[src/rtl/alu_arbiter_pkg.sv]
// Shared definitions for the two-requester ALU arbiter: op codes, FSM states
// and the bit layout of the packed flag vector returned to requesters.
package alu_arbiter_pkg;

  localparam logic [3:0] ALUC_ADDU = 4'b0000;
  localparam logic [3:0] ALUC_ADD  = 4'b0001;
  localparam logic [3:0] ALUC_SUBU = 4'b0010;
  localparam logic [3:0] ALUC_SUB  = 4'b0011;
  localparam logic [3:0] ALUC_AND  = 4'b0100;
  localparam logic [3:0] ALUC_OR   = 4'b0101;
  localparam logic [3:0] ALUC_XOR  = 4'b0110;
  localparam logic [3:0] ALUC_NOR  = 4'b0111;
  localparam logic [3:0] ALUC_SLTU = 4'b1010;
  localparam logic [3:0] ALUC_SLT  = 4'b1011;

  localparam int FLAG_ZERO  = 0;
  localparam int FLAG_CARRY = 1;
  localparam int FLAG_NEG   = 2;
  localparam int FLAG_OVF   = 3;

  typedef enum logic [1:0] {
    ST_IDLE = 2'd0,
    ST_EXEC = 2'd1,
    ST_RESP = 2'd2
  } state_e;

  function automatic logic [3:0] pack_flags(input logic zero, input logic carry,
                                            input logic neg, input logic ovf);
    logic [3:0] f;
    f             = 4'b0000;
    f[FLAG_ZERO]  = zero;
    f[FLAG_CARRY] = carry;
    f[FLAG_NEG]   = neg;
    f[FLAG_OVF]   = ovf;
    return f;
  endfunction

endpackage

[src/rtl/alu_arbiter_rr_arbiter2.sv]
// Two-way round-robin winner selection: a lone requester always wins, a tie
// goes to whichever requester was not granted last.
module rr_arbiter2
  import alu_arbiter_pkg::*;
(
  input  logic [1:0] valid_i,
  input  logic       last_grant_i,
  output logic       winner_o
);

  always_comb begin
    winner_o = 1'b0;
    case (valid_i)
      2'b01:   winner_o = 1'b0;
      2'b10:   winner_o = 1'b1;
      2'b11:   winner_o = ~last_grant_i;
      default: winner_o = 1'b0;
    endcase
  end

endmodule

[src/rtl/alu_arbiter.sv]
// Shares one external combinational ALU between two valid/ready requesters:
// operands are registered onto the ALU, the result is captured and held per requester.
module alu_arbiter
  import alu_arbiter_pkg::*;
#(
  parameter int WIDTH       = 32,
  parameter int EXEC_CYCLES = 1
) (
  input  logic             clk,
  input  logic             rst,
  input  logic             req0_valid,
  output logic             req0_ready,
  input  logic [WIDTH-1:0] req0_a,
  input  logic [WIDTH-1:0] req0_b,
  input  logic [3:0]       req0_aluc,
  input  logic             req1_valid,
  output logic             req1_ready,
  input  logic [WIDTH-1:0] req1_a,
  input  logic [WIDTH-1:0] req1_b,
  input  logic [3:0]       req1_aluc,
  output logic             rsp0_valid,
  input  logic             rsp0_ready,
  output logic [WIDTH-1:0] rsp0_r,
  output logic [3:0]       rsp0_flags,
  output logic             rsp1_valid,
  input  logic             rsp1_ready,
  output logic [WIDTH-1:0] rsp1_r,
  output logic [3:0]       rsp1_flags,
  output logic [WIDTH-1:0] alu_a,
  output logic [WIDTH-1:0] alu_b,
  output logic [3:0]       alu_aluc,
  input  logic [WIDTH-1:0] alu_r,
  input  logic             alu_zero,
  input  logic             alu_carry,
  input  logic             alu_negative,
  input  logic             alu_overflow,
  output logic             busy,
  output logic             grant_id
);

  localparam logic [3:0] CNT_INIT = 4'(EXEC_CYCLES - 1);

  state_e           state_q;
  logic             last_grant_q;
  logic             grant_id_q;
  logic [3:0]       cnt_q;
  logic [WIDTH-1:0] alu_a_q;
  logic [WIDTH-1:0] alu_b_q;
  logic [3:0]       alu_aluc_q;
  logic [1:0]       rsp_valid_q;
  logic [WIDTH-1:0] rsp_r_q [2];
  logic [3:0]       rsp_flags_q [2];

  logic [1:0]       req_valid_w;
  logic [1:0]       req_ready_w;
  logic [1:0]       rsp_ready_w;
  logic [WIDTH-1:0] req_a_w [2];
  logic [WIDTH-1:0] req_b_w [2];
  logic [3:0]       req_aluc_w [2];
  logic             winner_w;
  logic             req_fire_w;
  logic [3:0]       alu_flags_w;

  assign req_valid_w   = {req1_valid, req0_valid};
  assign rsp_ready_w   = {rsp1_ready, rsp0_ready};
  assign req_a_w[0]    = req0_a;
  assign req_a_w[1]    = req1_a;
  assign req_b_w[0]    = req0_b;
  assign req_b_w[1]    = req1_b;
  assign req_aluc_w[0] = req0_aluc;
  assign req_aluc_w[1] = req1_aluc;

  rr_arbiter2 u_rr (
    .valid_i      (req_valid_w),
    .last_grant_i (last_grant_q),
    .winner_o     (winner_w)
  );

  // Ready depends only on registered state and the live valids, never on operands.
  generate
    for (genvar gi = 0; gi < 2; gi++) begin : g_ready
      assign req_ready_w[gi] = (state_q == ST_IDLE) && (winner_w == 1'(gi)) && req_valid_w[gi];
    end
  endgenerate

  assign req_fire_w  = |req_ready_w;
  assign alu_flags_w = pack_flags(alu_zero, alu_carry, alu_negative, alu_overflow);

  always_ff @(posedge clk) begin
    if (rst) begin
      state_q        <= ST_IDLE;
      last_grant_q   <= 1'b1;
      grant_id_q     <= 1'b0;
      cnt_q          <= 4'd0;
      alu_a_q        <= '0;
      alu_b_q        <= '0;
      alu_aluc_q     <= 4'd0;
      rsp_valid_q    <= 2'b00;
      rsp_r_q[0]     <= '0;
      rsp_r_q[1]     <= '0;
      rsp_flags_q[0] <= 4'd0;
      rsp_flags_q[1] <= 4'd0;
    end else begin
      case (state_q)
        ST_IDLE: begin
          if (req_fire_w) begin
            alu_a_q      <= req_a_w[winner_w];
            alu_b_q      <= req_b_w[winner_w];
            alu_aluc_q   <= req_aluc_w[winner_w];
            grant_id_q   <= winner_w;
            last_grant_q <= winner_w;
            cnt_q        <= CNT_INIT;
            state_q      <= ST_EXEC;
          end
        end
        ST_EXEC: begin
          if (cnt_q == 4'd0) begin
            rsp_r_q[grant_id_q]     <= alu_r;
            rsp_flags_q[grant_id_q] <= alu_flags_w;
            rsp_valid_q[grant_id_q] <= 1'b1;
            state_q                 <= ST_RESP;
          end else begin
            cnt_q <= cnt_q - 4'd1;
          end
        end
        ST_RESP: begin
          if (rsp_ready_w[grant_id_q]) begin
            rsp_valid_q <= 2'b00;
            state_q     <= ST_IDLE;
          end
        end
        default: state_q <= ST_IDLE;
      endcase
    end
  end

  assign req0_ready = req_ready_w[0];
  assign req1_ready = req_ready_w[1];
  assign rsp0_valid = rsp_valid_q[0];
  assign rsp1_valid = rsp_valid_q[1];
  assign rsp0_r     = rsp_r_q[0];
  assign rsp1_r     = rsp_r_q[1];
  assign rsp0_flags = rsp_flags_q[0];
  assign rsp1_flags = rsp_flags_q[1];
  assign alu_a      = alu_a_q;
  assign alu_b      = alu_b_q;
  assign alu_aluc   = alu_aluc_q;
  assign busy       = (state_q != ST_IDLE);
  assign grant_id   = grant_id_q;

endmodule

[config.mk]
export PLATFORM = sky130hd
export DESIGN_NAME = alu_arbiter
export DESIGN_NICKNAME = d
export VERILOG_FILES = /design/src/rtl/alu_arbiter_pkg.sv /design/src/rtl/alu_arbiter_rr_arbiter2.sv /design/src/rtl/alu_arbiter.sv
export SDC_FILE = /design/constraint.sdc
export NUM_CORES = 1
export LEC_CHECK = 0
export BUFFER_PORTS_ARGS = -buffer_cell sky130_fd_sc_hd__buf_2
export CAP_MARGIN = 20
export CORE_MARGIN = 2
export CORE_UTILIZATION = 25
export CTS_CLUSTER_DIAMETER = 30
export DETAILED_ROUTE_END_ITERATION = 10
export SLEW_MARGIN = 20
export SYNTH_ARGS = -nofsm -noshare
export SYNTH_HDL_FRONTEND = slang
export SYNTH_SLANG_ARGS = --single-unit
[constraint.sdc]
create_clock -name clk -period 2.5 [get_ports clk]
set_input_delay 0.625 -clock clk [delete_from_list [all_inputs] [get_ports clk]]
set_output_delay 0.625 -clock clk [all_outputs]
set_load 0.05 [all_outputs]
==> flow_summary.yaml <==
timing:
  rsz0062_at_grt: "false"
  final.period_utilization: 0.9170
  fin_worst_skew_ns: 0.009081
  fin_ws_ns: 0.2075
  worstMarginPinSlew_ns: 0.5623
  finalCriticalPeriod_ns: 2.293
  hold_violations: 0
  final-setup-viol-count: 0
  slew_violations: 0
  fmax_mhz: 436.2
  setup-tns-final_ns: 0
  max-slew-margin-rel: 0.6243
clock_tree:
  root_buffer: "clkbuf_16"
  cts_buffers: 17
  cts_setup_buffers: 0
  numClockSinks: 150
  cts_hold_buf: 0
  clock_latency_ns: 0.41
  clk_path_buf_depth: 2
  htree_num_levels: 4
  clk_pin_slew_worst_paths_ns: 0.07
  cts_resized: 0
  cts_tree: "done"
routing:
  viasPerCell: 4.582
  first_pass_iters: 4
  vias: 5673
  wirelength_um: 19440
  drc: 0
  antenna_left: 0
  wl_per_cell_um: 15.71
  drtIter0Drc: 341
synthesis:
  synth_area_leaders: "edfxtp_1 (35%), dfxtp_1 (25%), a311oi_1 (9.5%), nand2_1 (8.2%), a21oi_1 (5.8%)"
  ys_seq_area_frac: 0.5951
  synth-main-ff-cell: "dfxtp_1"
  yosysMostFrequentCell: "nand2_1"
  yosys.area.top_type: "edfxtp_1"
  synthArstFlopShare: 0
  syn_area_mm2: 0.006257
  syn_nets: 783
  synth-edff-count: 72
  ys_seq_elements: 150
  synth_top_cell_area_share: 0.3455
  yosysWarnings: 0
  synthDistinctLibCells: 41
  synth.cells.most_frequent: "nand2_1 (136), dfxtp_1 (78), a21oi_1 (73)"
  synthCells: 603
  syn_area_per_cell_um2: 10.38
status:
  status: "complete, no violations"
finish:
  drive_above_1_share: 0.4425
  areaGrowthSynthToFinish_pct: 40.97
  nets: 1080
  seq_area_mm2: 0.003724
  fin_util: 0.3606
  fillers: 2503
  multi_input_area_mm2: 0.002311
floorplan:
  die_w_um: 162.2
  initial_core_util: 0.2558
  core_area_mm2: 0.02446
  die-area_mm2: 0.02631
  io_pins: 324
  die_height_um: 162.2
  row_count: 57
global_routing:
  grt_pass1_wl_um: 30040
  antenna_found_initial: 2
  grtUsageTotal: 0.1457
  globalRoute.totalOverflow: 0
  grt_pass1_vias: 5617
  grt_max_degree: 76
setup_path:
  path_max_fanout: 5
  cp-end-kind: "output port"
  worstPathArrival_ns: 1.67
  crit_path_start_kind: "flip-flop"
  path_class: "flip-flop to output port"
  critPathRequiredTime_ns: 1.88
placement:
  place.gp.congestion: 0.7633
  port_buffers: 323
  hpwl_um: 13600
  dpl_worst_slack_ns: 0.2490
power_and_ir_drop:
  p_leak_nw: 3.983
  peakVddDrop_v: 0.0004354
  power.total_mw: 7.306
  p_per_area_mw_per_mm2: 828.2
run:
  maxCapViolCount: 0
min_path:
  hp-class: "flip-flop to flip-flop"
-- critical path, stage by stage (launching register included) --
cell and delay, ns:
dfxtp_1 0.36, or3b_2 0.51, nor2_1 0.11, buf_2 0.27
-- area by class of cell --
class                           instances  share of cell area
Multi-Input combinational cell        392              0.2620
Clock inverter                         14             0.01305
Sequential cell                       150              0.4221
Antenna cell                            1           0.0002837
Clock buffer                           18             0.04865
Tap cell                              324             0.04596
Timing Repair Buffer                  335              0.2062
Inverter                                4            0.001702
-- metrics by stage --
| stage | hold WS [ns] | std cells | area, um^2 |
|---|---|---|---|
| finish | 0.4608 | 1238 | 8821 |
| global route | 0.4489 | 1237 | 8818 |
| CTS | 0.4375 | 1237 | 8818 |
| detailed placement | 0.4542 | 1205 | 8274 |
| global placement | 0.4527 | 1205 | 8274 |
| floorplan | 0.4560 | 603 | 6260 |
-- power breakdown --
part / internal (mW) / total (mW) / switching, mW
logic: 0.512 / 1.94 / 1.43
registers: 2.82 / 2.93 / 0.111
clock network: 1.30 / 2.44 / 1.14
total: 4.63 / 7.31 / 2.67
-- placed cells by master (no fill, tap or decap), types with 4 or more instances in the layout --
master | netlist | final
buf_2 | 7 | 323
inv_1 | 4 | 4
dfxtp_1 | 78 | 78
and2_2 | 25 | 26
a21oi_1 | 73 | 73
and2_1 | 48 | 47
clkbuf_16 | 0 | 17
nor2b_1 | 4 | 4
nand2_1 | 136 | 136
buf_12 | 0 | 9
inv_6 | 0 | 7
a311oi_1 | 68 | 68
edfxtp_1 | 72 | 72
clkinvlp_4 | 0 | 4
-- registers in the layout, summed over array words and instances (netlist names) --
name          cells
rsp_r_q          64
rsp_flags_q       8
rsp_valid_q       2
state_q           2
grant_id          1
alu_a            32
alu_aluc          4
alu_b            32
cnt_q             4
last_grant_q      1
-- cells by family (layout without fill, tap and decap cells) --
family | Yosys count | in the layout | share of synthesized area
simple gates | 233 | 233 | 0.1880
flops | 150 | 150 | 0.5951
fa+ha+maj | 2 | 2 | 0.003999
buf+inv | 61 | 371 | 0.03919
other cells | 0 | 1 | 0
compound gates | 155 | 155 | 0.1704
mux | 2 | 2 | 0.003399
-- final timing paths --
kind                    endpoint  slack (ns)      startpoint  depth (start not counted)
setup / recovery      req0_ready        0.21      state_q[1]                          3
hold reg to reg   rsp_valid_q[0]        0.46  rsp_valid_q[0]                          1
setup reg to reg   rsp_r_q[1][1]        0.33        cnt_q[0]                          6
hold / removal    rsp_valid_q[0]        0.46  rsp_valid_q[0]                          1
-- metal layers --
layer / routed length (um) / GRT usage / vias to the layer above
li1: - / - / 2762
met1: 8619 / 0.1855 / 2649
met2: 8952 / 0.2381 / 245
met3: 1608 / 0.04494 / 17
met4: 264 / 0.04304 / 0
met5: 0 / 0 / -
Power figures use the tool's default switching activity.
